**src/rtl/inst_fetch_pkg.sv**
```systemverilog
// Shared CPU constants and the fetch-buffer entry layout.
package inst_fetch_pkg;
  localparam logic [5:0]  OP_J             = 6'b000010;
  localparam logic [31:0] RESET_PC_DEFAULT = 32'h0000_0000;

  typedef struct packed {
    logic [31:0] inst;
    logic [31:0] pc;
  } fetch_entry_t;
endpackage

```
**src/rtl/inst_fetch_if.sv**
```systemverilog
// Fetch-unit bus: instruction memory port, redirect input and decode handshake.
interface inst_fetch_if;
  logic [31:0] addr;
  logic [31:0] inst;
  logic        redirect;
  logic [31:0] redirect_pc;
  logic        out_valid;
  logic        out_ready;
  logic [31:0] out_inst;
  logic [31:0] out_pc;
  logic [31:0] out_pc_plus4;

  modport master (
    output addr, out_valid, out_inst, out_pc, out_pc_plus4,
    input  inst, redirect, redirect_pc, out_ready
  );
  modport slave (
    input  addr, out_valid, out_inst, out_pc, out_pc_plus4,
    output inst, redirect, redirect_pc, out_ready
  );
endinterface

```
**src/rtl/inst_fetch_buffer.sv**
```systemverilog
// Small FIFO of {inst, pc} entries; flush beats push/pop in the same edge.
module fetch_buffer
  import inst_fetch_pkg::*;
#(
  parameter int DEPTH = 2,
  localparam int AW   = $clog2(DEPTH),
  localparam int CW   = $clog2(DEPTH + 1)
) (
  input  logic          clk,
  input  logic          rst,
  input  logic          push,
  input  logic          pop,
  input  logic          flush,
  input  fetch_entry_t  wdata,
  output fetch_entry_t  head,
  output logic [CW-1:0] count
);
  fetch_entry_t  mem [DEPTH];
  logic [AW-1:0] rptr, wptr;

  always_ff @(posedge clk or posedge rst) begin
    if (rst) begin
      rptr  <= '0;
      wptr  <= '0;
      count <= '0;
    end else if (flush) begin
      rptr  <= '0;
      wptr  <= '0;
      count <= '0;
    end else begin
      if (push) wptr <= wptr + 1'b1;
      if (pop)  rptr <= rptr + 1'b1;
      count <= count + CW'(push) - CW'(pop);
    end
  end

  // Storage needs no reset: count gates visibility of every slot.
  always_ff @(posedge clk) begin
    if (push && !flush) mem[wptr] <= wdata;
  end

  assign head = mem[rptr];
endmodule

```
**src/rtl/inst_fetch.sv**
```systemverilog
// Fetch stage: PC register, jump predecode, and a 2-entry buffer toward decode.
module inst_fetch
  import inst_fetch_pkg::*;
#(
  parameter logic [31:0] RESET_PC = RESET_PC_DEFAULT,
  parameter int          DEPTH    = 2,
  localparam int         CW       = $clog2(DEPTH + 1)
) (
  input  logic         clk,
  input  logic         rst,
  inst_fetch_if.master bus
);
  logic [31:0]   pc, pc4, pc_nxt;
  logic [CW-1:0] count;
  logic          valid, pop, push, full, is_j;
  fetch_entry_t  head, wdata;

  assign pc4   = pc + 32'd4;
  assign valid = (count != '0);
  assign full  = (count == CW'(DEPTH));
  assign pop   = valid && bus.out_ready;
  // A pop frees the head slot at the same edge, so a full buffer can still accept.
  assign push  = !bus.redirect && (!full || pop);
  assign is_j  = (bus.inst[31:26] == OP_J);
  assign wdata = '{inst: bus.inst, pc: pc};

  always_comb begin
    pc_nxt = pc;
    if (bus.redirect)
      pc_nxt = bus.redirect_pc & ~32'h3;
    else if (push)
      pc_nxt = is_j ? {pc4[31:28], bus.inst[25:0], 2'b00} : pc4;
  end

  always_ff @(posedge clk or posedge rst) begin
    if (rst) pc <= RESET_PC;
    else     pc <= pc_nxt;
  end

  fetch_buffer #(.DEPTH(DEPTH)) u_buf (
    .clk   (clk),
    .rst   (rst),
    .push  (push),
    .pop   (pop),
    .flush (bus.redirect),
    .wdata (wdata),
    .head  (head),
    .count (count)
  );

  assign bus.addr         = pc;
  assign bus.out_valid    = valid;
  assign bus.out_inst     = head.inst;
  assign bus.out_pc       = head.pc;
  assign bus.out_pc_plus4 = head.pc + 32'd4;
endmodule

```
**src/flat_wrapper.sv**
```systemverilog
// flat-port wrapper written by rule: the top's interface ports become plain ports
module inst_fetch_flat import inst_fetch_pkg::*;
#(
  parameter logic [31:0] RESET_PC = RESET_PC_DEFAULT,
  parameter int          DEPTH    = 2,
  localparam int         CW       = $clog2(DEPTH + 1)
)
  (clk, rst, bus_addr, bus_out_valid, bus_out_inst, bus_out_pc, bus_out_pc_plus4, bus_inst, bus_redirect, bus_redirect_pc, bus_out_ready);
  inst_fetch_if bus_i ();
  input  logic clk;
  input  logic rst;
  output wire logic [$bits(bus_i.addr)-1:0] bus_addr;
  output wire logic [$bits(bus_i.out_valid)-1:0] bus_out_valid;
  output wire logic [$bits(bus_i.out_inst)-1:0] bus_out_inst;
  output wire logic [$bits(bus_i.out_pc)-1:0] bus_out_pc;
  output wire logic [$bits(bus_i.out_pc_plus4)-1:0] bus_out_pc_plus4;
  input wire logic [$bits(bus_i.inst)-1:0] bus_inst;
  input wire logic [$bits(bus_i.redirect)-1:0] bus_redirect;
  input wire logic [$bits(bus_i.redirect_pc)-1:0] bus_redirect_pc;
  input wire logic [$bits(bus_i.out_ready)-1:0] bus_out_ready;
  assign bus_addr = bus_i.addr;
  assign bus_out_valid = bus_i.out_valid;
  assign bus_out_inst = bus_i.out_inst;
  assign bus_out_pc = bus_i.out_pc;
  assign bus_out_pc_plus4 = bus_i.out_pc_plus4;
  assign bus_i.inst = bus_inst;
  assign bus_i.redirect = bus_redirect;
  assign bus_i.redirect_pc = bus_redirect_pc;
  assign bus_i.out_ready = bus_out_ready;
  inst_fetch #(.RESET_PC(RESET_PC), .DEPTH(DEPTH)) u_core (.clk(clk), .rst(rst), .bus(bus_i));
endmodule
```
**config.mk**
```make
export PLATFORM = sky130hd
export DESIGN_NAME = inst_fetch_flat
export DESIGN_NICKNAME = d
export VERILOG_FILES = /design/src/rtl/inst_fetch_pkg.sv /design/src/rtl/inst_fetch_if.sv /design/src/rtl/inst_fetch_buffer.sv /design/src/rtl/inst_fetch.sv /design/src/flat_wrapper.sv
export SDC_FILE = /design/constraint.sdc
export NUM_CORES = 1
export LEC_CHECK = 0
export ABC_CLOCK_PERIOD_IN_PS = 8350
export CORE_ASPECT_RATIO = 2
export CORE_MARGIN = 2
export CORE_UTILIZATION = 45
export CTS_CLUSTER_SIZE = 20
export DETAILED_ROUTE_END_ITERATION = 10
export PLACE_DENSITY = 0.74
export SETUP_SLACK_MARGIN = 0.5
export SLEW_MARGIN = 0
export SYNTH_ARGS = -nofsm -noshare
export SYNTH_HDL_FRONTEND = slang
export SYNTH_SLANG_ARGS = --single-unit
```
**constraint.sdc**
```tcl
create_clock -name clk -period 8.35 [get_ports clk]
set_clock_uncertainty 0.15 [all_clocks]
set_input_delay 1.67 -clock clk [delete_from_list [all_inputs] [get_ports clk]]
set_output_delay 1.67 -clock clk [all_outputs]
set_load 0.02 [all_outputs]
```
---- Yosys cells after proc, flatten, opt, wreduce, memory -nomap -nowiden ----
Memories as Yosys holds them, arrays and structs flattened.
Cells that the tools add are included.
word-level totals
  output and inout bits ................... 129
  word-level logic and storage cells ...... 32
  RAM bits ................................ 128
  memories ................................ 1
  flip-flop bits (word level) ............. 36
memory list
  memory            depth  width  rd ports  clocked after memory_dff  write ports  RTL line                 text
  u_core.u_buf.mem  2      64     1         0                         1            inst_fetch_buffer.sv:18  fetch_entry_t mem [DEPTH];
cells by class
  eq/ne operators ......................... 2
  add/subtract/negate cells ............... 6
  mux-type cells .......................... 10
  reductions and logical operators ........ 9
operators by type and width
  cell                                            count
  adder 32 x 3 -> 32 bit (second input constant)  2
  two-way mux 32 bit                              2
  two-way mux 28 bit                              1
  == test 6 x 2 -> 1 bit (second input constant)  1
  two-way mux 1 bit                               6
  nonzero test 2 bit                              3
  logical AND 1 bit                               3
  adder 1 bit (second input constant)             2
  adder 2 x 1 -> 2 bit                            1
  == test 2 bit (second input constant)           1
  zero test 1 bit                                 2
  two-way mux 2 bit                               1
  subtractor 2 x 1 -> 2 bit                       1
  logical OR 1 bit                                1

---- Depth between registers and ports, before layout ----
Gate-level depths: netlist of the first run.
  depth in word-level cells ............... 7
  mapped depth ............................ 14
  gate-level depth less buffers ........... 9

---- Hierarchy ----
Synthesis of the first run repeated with hierarchy kept, for this count alone.
second synthesis, totals
  cells, all modules ...................... 587
  area, all modules ....................... 7,816.2 µm²
by module, submodules not included
  module        instances  area an instance (µm²)  sequential area each (µm²)  cells an instance
  fetch_buffer  1          5,031.1                 3,943.8                     217
  inst_fetch    1          2,785.2                 750.7                       370

---- Least setup slack after synthesis of the first run ----
Ideal clock, no wire load.
  path type ............................... input to register
  start ................................... input bus_out_ready
  end ..................................... memory u_core.u_buf.mem[0][10] in the netlist's numbering, enable pin
  setup slack ............................. 2,699 ps
  arrival time ............................ 5,019 ps
  cell stages on the path ................. 6
  data required time ...................... 7,718 ps
  cells stage by stage .................... nor3b_2 -> clkbuf_1 -> nor2_1 -> clkbuf_1 -> inv_1 -> nor2_1
on the way
  cells in the longest elaborated chain, start to end .. 6
ends and longest elaborated chain
  element                                  RTL line                 text
  from (decl)                              flat_wrapper.sv:20       input wire logic [$bits(bus_i.out_ready)-1:0] bus_out_ready;
  logical AND 1 bit                        inst_fetch.sv:21         assign pop = valid && bus.out_ready;
  logical OR 1 bit                         inst_fetch.sv:23         assign push = !bus.redirect && (!full || pop);
  logical AND 1 bit                        inst_fetch.sv:23
  logical AND 1 bit                        inst_fetch_buffer.sv:39  if (push && !flush) mem[wptr] <= wdata;
  two-way mux 1 bit                        inst_fetch_buffer.sv:39
  two-way mux 1 bit (not written as such)  inst_fetch_buffer.sv:39
  to (decl)                                inst_fetch_buffer.sv:18
No other way between the ends.

---- Final worst setup path of the first run ----
  start ................................... register u_core.u_buf.rptr
  end ..................................... output bus_out_pc_plus4[22]
on the way
  cells in the longest elaborated chain, start to end .. 2
ends and longest elaborated chain
  element                 RTL line                 text
  from (decl)             inst_fetch_buffer.sv:19  logic [AW-1:0] rptr, wptr;
  from (signal assigned)  inst_fetch_buffer.sv:32  if (pop) rptr <= rptr + 1'b1;
  memory (2 x 64 bit)     n/a
  adder 32 x 3 -> 32 bit  inst_fetch.sv:55         assign bus.out_pc_plus4 = head.pc + 32'd4;
  to (decl)               flat_wrapper.sv:16       output wire logic [$bits(bus_i.out_pc_plus4)-1:0] bus_out_pc_plus4;
No other way between the ends.

==> impl_results.md, run 1 <==
- CTS resizes: 0
- Layout cell share with drive strength beyond 1: 13.6%
- Final HPWL DP: 14,500 um
- Overall power: 2.90 mW
- First-pass GRT wire length: 31,200 um
- Mapped Cells: 619
- Register area share after synthesis: 59.6%
- Hold-fix buffers at CTS: 0
- Area grow syn2layout: 34.5%
- Post-route insts no fill: 1,025
- Die height: 189 um
- Core Util, Final: 61.5%
- Total routed wirelength: 20,100 um
- Synthesized flop and latch total: 158
- Sequential share of power: 37.4%
- CP Max Fanout: 70
- Post-route ant nets: 0
- Vias in the first global route: 5,882
- Via count: 5,704
- Final setup vio count: 0
- Hold path depth: 0
- Sum Neg Setup Slack: 0 ns
- DRT iter0 DRCs: 349
- Worst Path Arrival: 4.22 ns
- CTS tree: built
- Initial antenna violation count: 1
- Number of synthesized flops with an enable pin: 124
- Worst rel slew slack: 38.3%
- Comb pwr share: 36.5%
- Syn avg cell area: 12.4 um^2
- Internal cell power: 1.94 mW
- Cells after DPL: 992
- Synth top area share: 48.5%
- Overflow after GRT: 0
- Yosys warnings: 0
- Worst EP required: 6.53 ns
- RSZ-0062 raised after global routing: false
- Synth area leaders: edfxtp_1, dfrtp_1, mux2_2
- Outcome: completed
- Setup CP Type: flop to output port
- Synth top cells by count: edfxtp_1, mux2_2, nand2_1, dfrtp_1, nor2_1
- NetSw: 0.960 mW
- Pwr/cell area: 281 mW/mm^2
- GRT Max-Usage Layer: met2
- First-pass detailed-route iteration total: 5
- Place WS: 2.75 ns
- Clock share of power: 26.1%
- Clock slew at reported path FFs: 0.06 ns
- Slew @ Worst Pin: 0.925 ns
- Core area: 0.0168 mm^2
- R2r worst-path depth: 6
- Tmin final: 6.04 ns
- GPL Wtd Cong: 0.817
- Met3 Track Usage GR: 4.24%
- Count of clock tree sinks: 158
- Setup ws final: 2.31 ns
- Max_cap viols: 0
- Gr usage total: 23.0%
- Max Fclk: 166 MHz
- TritonCTS buffer count: 17
- Maximum VDD drop: 0.210 mV
- Netlist cell types: 57
- Yosys top cell by area: edfxtp_1
- Post-route DRC: 0
- IO buf count: 188
- Clk buf depth: 2
- Critical Path Sink Type: output port
- I/O pin total: 197
- Postcts setup bufs: 0
- Site Rows: 67
- Top_reg_cell synth: edfxtp_1
- WL/cell: 19.6 um
- Initial Utilization: 45.7%
- Net Sw Frac: 33.1%
- Largest net degree at the start of global routing: 71
- H-tree levels: 4
- Fin. max-slew vios: 0
- Worst skew pair latency: 0.42 ns
- P_leak: 3.62 nW
- Die area: 0.0182 mm^2
- CTS root buf: clkbuf_16
- Worst Setup Start Kind: flop
- Crit share post-route: 72.3%
- M1 GR Usage: 24.5%
- Mapped cell area: 0.00767 mm^2
- Die W: 96.3 um
- Final Hold Fails: 0
- Async SR Flop Fraction: 21.5%
- Most common cell in the netlist: edfxtp_1
- Hold Crit Class: flop to flop
- Vias/cell: 5.56
- GR Layer Usage met2: 42.0%
- Nets@finish: 876
==> sequential cells by signal (all words and copies together) (netlist names) <==
signal              cells
u_core.u_buf.rptr       1
u_core.u_buf.count      2
u_core.u_buf.mem      124
u_core.bus.addr        30
u_core.u_buf.wptr       1
==> layout make-up <==
class                           instances  area [um^2]
Fill cell                            1356         6450
Tap cell                              207          259
Clock buffer                           21          450
Multi-Input combinational cell        415         2900
Clock inverter                         11          135
Sequential cell                       158         4580
Inverter                               17         63.8
Timing Repair Buffer                  195         1930
Antenna cell                            1         2.50
==> power by group through the flow <==
stage / combinational [mW] / clock [mW] / sequential [mW]
CTS: 1.07 / 0.771 / 1.08
global route: 1.13 / 0.803 / 1.10
global placement: 1.04 / 0 / 1.09
finish: 1.06 / 0.757 / 1.09
detailed placement: 1.06 / 0 / 1.10
floorplan: 0.598 / 0 / 1.09
==> placed cells by master (no fill, tap or decap), drive strengths merged, types with 4 or more instances in the layout <==
| cell type | n |
|---|---|
| buf | 8 |
| xnor2 | 21 |
| mux2 | 60 |
| xor2 | 21 |
| edfxtp | 124 |
| nor2b | 5 |
| ha | 4 |
| and2 | 9 |
| nand4 | 15 |
| nand2 | 56 |
| o21ai | 27 |
| nor3b | 5 |
| a31oi | 4 |
| mux2i | 11 |
| clkdlybuf4s50 | 187 |
| nor3 | 10 |
| conb | 6 |
| clkbuf | 21 |
| a211oi | 5 |
| inv | 19 |
| a21oi | 25 |
| o22ai | 4 |
| o221ai | 6 |
| a221o | 5 |
| a21boi | 5 |
| dfrtp | 34 |
| clkinv | 4 |
| nand3b | 5 |
| nand3 | 32 |
| nor4 | 8 |
| nor2 | 34 |
==> path summary, 6_finish.rpt <==
path                                            startpoint                                end  slack, ns
max                          u_core.u_buf.rptr$_DFFE_PP0P_               bus_out_pc_plus4[22]       2.31
min                        u_core.bus.addr[31]$_DFFE_PP0P_  u_core.u_buf.mem[1][31]$_DFFE_PP_       0.37
max reg2reg                u_core.u_buf.count[1]$_DFF_PP0_  u_core.u_buf.mem[0][23]$_DFFE_PP_       5.29
min reg2reg                u_core.bus.addr[31]$_DFFE_PP0P_  u_core.u_buf.mem[1][31]$_DFFE_PP_       0.37
max in group asynchronous                              rst      u_core.u_buf.rptr$_DFFE_PP0P_       6.16
min in group asynchronous                              rst    u_core.bus.addr[31]$_DFFE_PP0P_       1.51
==> worst max-delay path, stage by stage (launching register included) <==
cell and delay, ns:
dfrtp_4 0.58, buf_4 0.72, mux2i_1 0.29, a211oi_2 0.47
nand4_1 0.43, a211oi_1 0.48, xor2_1 0.19, clkdlybuf4s50_1 0.64
==> per-stage QoR <==
| stage | hold WS [ns] | cell area [um^2] |
|---|---|---|
| after floorplan | 0.374 | 7690 |
| after global placement | 0.349 | 9730 |
| after detailed placement | 0.353 | 9730 |
| after CTS | 0.365 | 10300 |
| after global routing | 0.385 | 10300 |
| final | 0.369 | 10300 |
==> kinds of logic (layout without fill, tap and decap cells) <==
kind of cell               after synthesis  in the layout  synth area share, %
AOI/OAI and AO/OA                       95             95                 8.03
xor gates and xnor gates                42             42                 4.80
adders and majority gates                4              4                0.653
buffers and inverters                   51            244                 3.02
DFF                                    158            158                 59.6
muxes                                   71             71                 10.2
other                                    1              7               0.0489
and+or+nand+nor                        197            197                 13.6
==> per-layer routing <==
metal | up-vias | routed length (um)
met2 | 216 | 11400
met3 | 44 | 950
met5 | - | 0
met4 | 0 | 718
li1 | 2669 | -
met1 | 2775 | 7050
Power figures use the tool's default switching activity.
==> run 2: changes to the inputs <==
--- a/config.mk
+++ b/config.mk
@@ -5,7 +5,7 @@
 export SDC_FILE = /design/constraint.sdc
 export NUM_CORES = 1
 export LEC_CHECK = 0
-export ABC_CLOCK_PERIOD_IN_PS = 8350
+export ABC_CLOCK_PERIOD_IN_PS = 5800
 export CORE_ASPECT_RATIO = 2
 export CORE_MARGIN = 2
 export CORE_UTILIZATION = 45
==> constraint.sdc (replaced) <==
create_clock -name clk -period 5.8 [get_ports clk]
set_clock_uncertainty 0.15 [all_clocks]
set_input_delay 1.16 -clock clk [delete_from_list [all_inputs] [get_ports clk]]
set_output_delay 1.16 -clock clk [all_outputs]
set_load 0.02 [all_outputs]
==> impl_results.md, run 2 (synthesis results as in run 1) <==
- Outcome: completed
- Nets@finish: 881 (+0.57%)
- Clk buf depth: 2 (unchanged)
- Die height: 189 um (unchanged)
- Worst Setup Start Kind: flop
- Hold path depth: 0 (unchanged)
- CTS root buf: clkbuf_16
- Count of clock tree sinks: 158 (unchanged)
- Overflow after GRT: 0 (unchanged)
- Core area: 0.0168 mm^2 (unchanged)
- HP Start: u_core.bus.addr[31]$_DFFE_PP0P_
- R2r worst-path depth: 6 (unchanged)
- Hold Crit Class: flop to flop
- H-tree levels: 4 (unchanged)
- Via count: 5,710 (+0.11%)
- Area grow syn2layout: 35.1%
- Tmin final: 5.01 ns
- Hold-fix buffers at CTS: 0 (unchanged)
- I/O pin total: 197 (unchanged)
- Reg-to-reg critical path endpoint: u_core.bus.addr[24]$_DFFE_PP0P_
- Maximum VDD drop: 0.273 mV (+30%)
- First-pass GRT wire length: 31,200 um (about the same)
- TritonCTS buffer count: 17 (unchanged)
- WL/cell: 19.6 um (about the same)
- Setup ws final: 0.788 ns (-1.52 ns)
- Crit share post-route: 86.4%
- N_diodes: 0 (-1)
- Die W: 96.3 um (unchanged)
- Layout cell share with drive strength beyond 1: 14.4% (+0.77 points)
- Worst EP required: 4.49 ns (-2.04 ns)
- Post-route ant nets: 0 (unchanged)
- Place WS: 1.02 ns (-1.73 ns)
- Max_cap viols: 0 (unchanged)
- First-pass detailed-route iteration total: 5 (unchanged)
- P_leak: 3.64 nW (+0.75%)
- Site Rows: 67 (unchanged)
- IO buf count: 188 (unchanged)
- Max reg flops: 124 (unchanged)
- Core Util, Final: 61.8% (+0.25 points)
- Post-route DRC: 0 (unchanged)
- Setup CP Type: flop to output port
- Commonest non-fill, non-tap cell in the layout: clkdlybuf4s50_1
- R2R Setup Slk: 3.07 ns (-2.22 ns)
- Critical Path Sink Type: output port
- Die area: 0.0182 mm^2 (unchanged)
- Worst rel slew slack: 45.4% (+7.1 points)
- Most flop-heavy register: u_core.u_buf.mem
- Largest net degree at the start of global routing: 65 (-8.5%)
- Initial Utilization: 45.7% (unchanged)
- Worst path cell trace: nand2b_1, and2_1, inv_1, ha_1, inv_1, a211oi_2, buf_4, nand4_1, buf_4, a211oi_2, xor2_1, clkdlybuf4s50_1
- Post-route insts no fill: 1,029 (+0.39%)
- Worst Path Arrival: 3.70 ns (-0.52 ns)
- RSZ-0062 raised after global routing: false
- Sum Neg Setup Slack: 0 ns (unchanged)
- Final HPWL DP: 14,800 um (+2.3%)
- Crit path max-delay cell type: dfrtp_4
- Final setup vio count: 0 (unchanged)
- Max incr delay on CP: 0.67 ns (-0.05 ns)
- GPL Wtd Cong: 0.856 (+4.8%)
- Vias in the first global route: 5,850 (-0.54%)
- Fin. max-slew vios: 0 (unchanged)
- Max Fclk: 200 MHz
- Vias/cell: 5.55 (-0.28%)
- Gr usage total: 22.9% (-0.093 points)
- WHS Endpoint: u_core.u_buf.mem[1][31]$_DFFE_PP_
- Worst skew pair latency: 0.43 ns (about the same)
- Total routed wirelength: 20,200 um (+0.31%)
- RR Startpoint: u_core.bus.addr[3]$_DFFE_PP0P_
- Final Hold Fails: 0 (unchanged)
- CTS tree: built
- Commonest cells after routing, fill and taps aside: clkdlybuf4s50_1, edfxtp_1, mux2_2
- CP Max Fanout: 42 (-40%)
- DRT iter0 DRCs: 409 (+17%)
- Pwr/cell area: 402 mW/mm^2 (+43%)
- Slew @ Worst Pin: 0.817 ns (-0.108 ns)
- Cells after DPL: 996 (+0.40%)
- Clock slew at reported path FFs: 0.07 ns (about the same)
- Initial antenna violation count: 0 (-1)
## run 2: worst max-delay path by stage
| stage | startpoint | to | cells past startpoint |
|---|---|---|---|
| final | u_core.u_buf.rptr$_DFFE_PP0P_ | bus_out_pc_plus4[22] | 12 |
| after detailed placement | u_core.u_buf.rptr$_DFFE_PP0P_ | bus_out_pc_plus4[22] | 11 |
| after floorplan | bus_out_ready | u_core.u_buf.mem[0][10]$_DFFE_PP_ | 6 |
| after global placement | u_core.u_buf.rptr$_DFFE_PP0P_ | bus_out_pc_plus4[22] | 11 |
| after global routing | u_core.u_buf.rptr$_DFFE_PP0P_ | bus_out_pc_plus4[31] | 7 |
| after CTS | u_core.u_buf.rptr$_DFFE_PP0P_ | bus_out_pc_plus4[22] | 11 |
## run 2: final cells by class
type / count / area [um^2]
timing repair buffer: 200 / 1990
clock buffer: 18 / 429
tap: 207 / 259
multi-input combinational: 415 / 2900
sequential: 158 / 4580
inverter: 17 / 63.8
clock inverter: 14 / 134
fill: 1362 / 6410
## run 2: through the flow
step | total power, mW | hold slack, ns | cell area [um^2]
2_1_floorplan | 2.43 | 0.374 | 7690
3_3_place_gp | 3.09 | 0.352 | 9780
3_5_place_dp | 3.13 | 0.356 | 9780
4_1_cts | 4.19 | 0.372 | 10300
5_1_grt | 4.34 | 0.388 | 10400
6_report | 4.16 | 0.376 | 10400
## run 2: timing repair
| item | CTS | global route |
|---|---|---|
| setup buffers | 0 | 1 |
| resized for setup | 0 | 1 |
| hold endpoints to repair | 0 | 0 |
| endpoints found under the setup margin | 0 | 1 |
## run 2: where the power goes
part           switching [mW]  internal (mW)  leakage, nW
Combinational           0.791          0.732         1.80
Clock                   0.464          0.598        0.268
Sequential              0.159           1.42         1.58
## run 2: per-layer routing
layer  vias up  wire [um]  global-route usage, %
met3        42        845                   3.24
met4         0        850                   12.3
met1      2804       7180                   24.9
met2       185      11300                   41.3
met5         -          0                      0
li1       2679          -                      -
## run 2: critical path, delay by kind of cell, from the launching register on
family	cells	cell delay (ns)
buffers and inverters	5	1.17
flip-flops	1	0.67
adder cells (fa/ha/maj)	1	0.22
AO/OA/AOI/OAI	2	0.48
XOR/XNOR	1	0.20
AND/OR/NAND/NOR	3	0.49
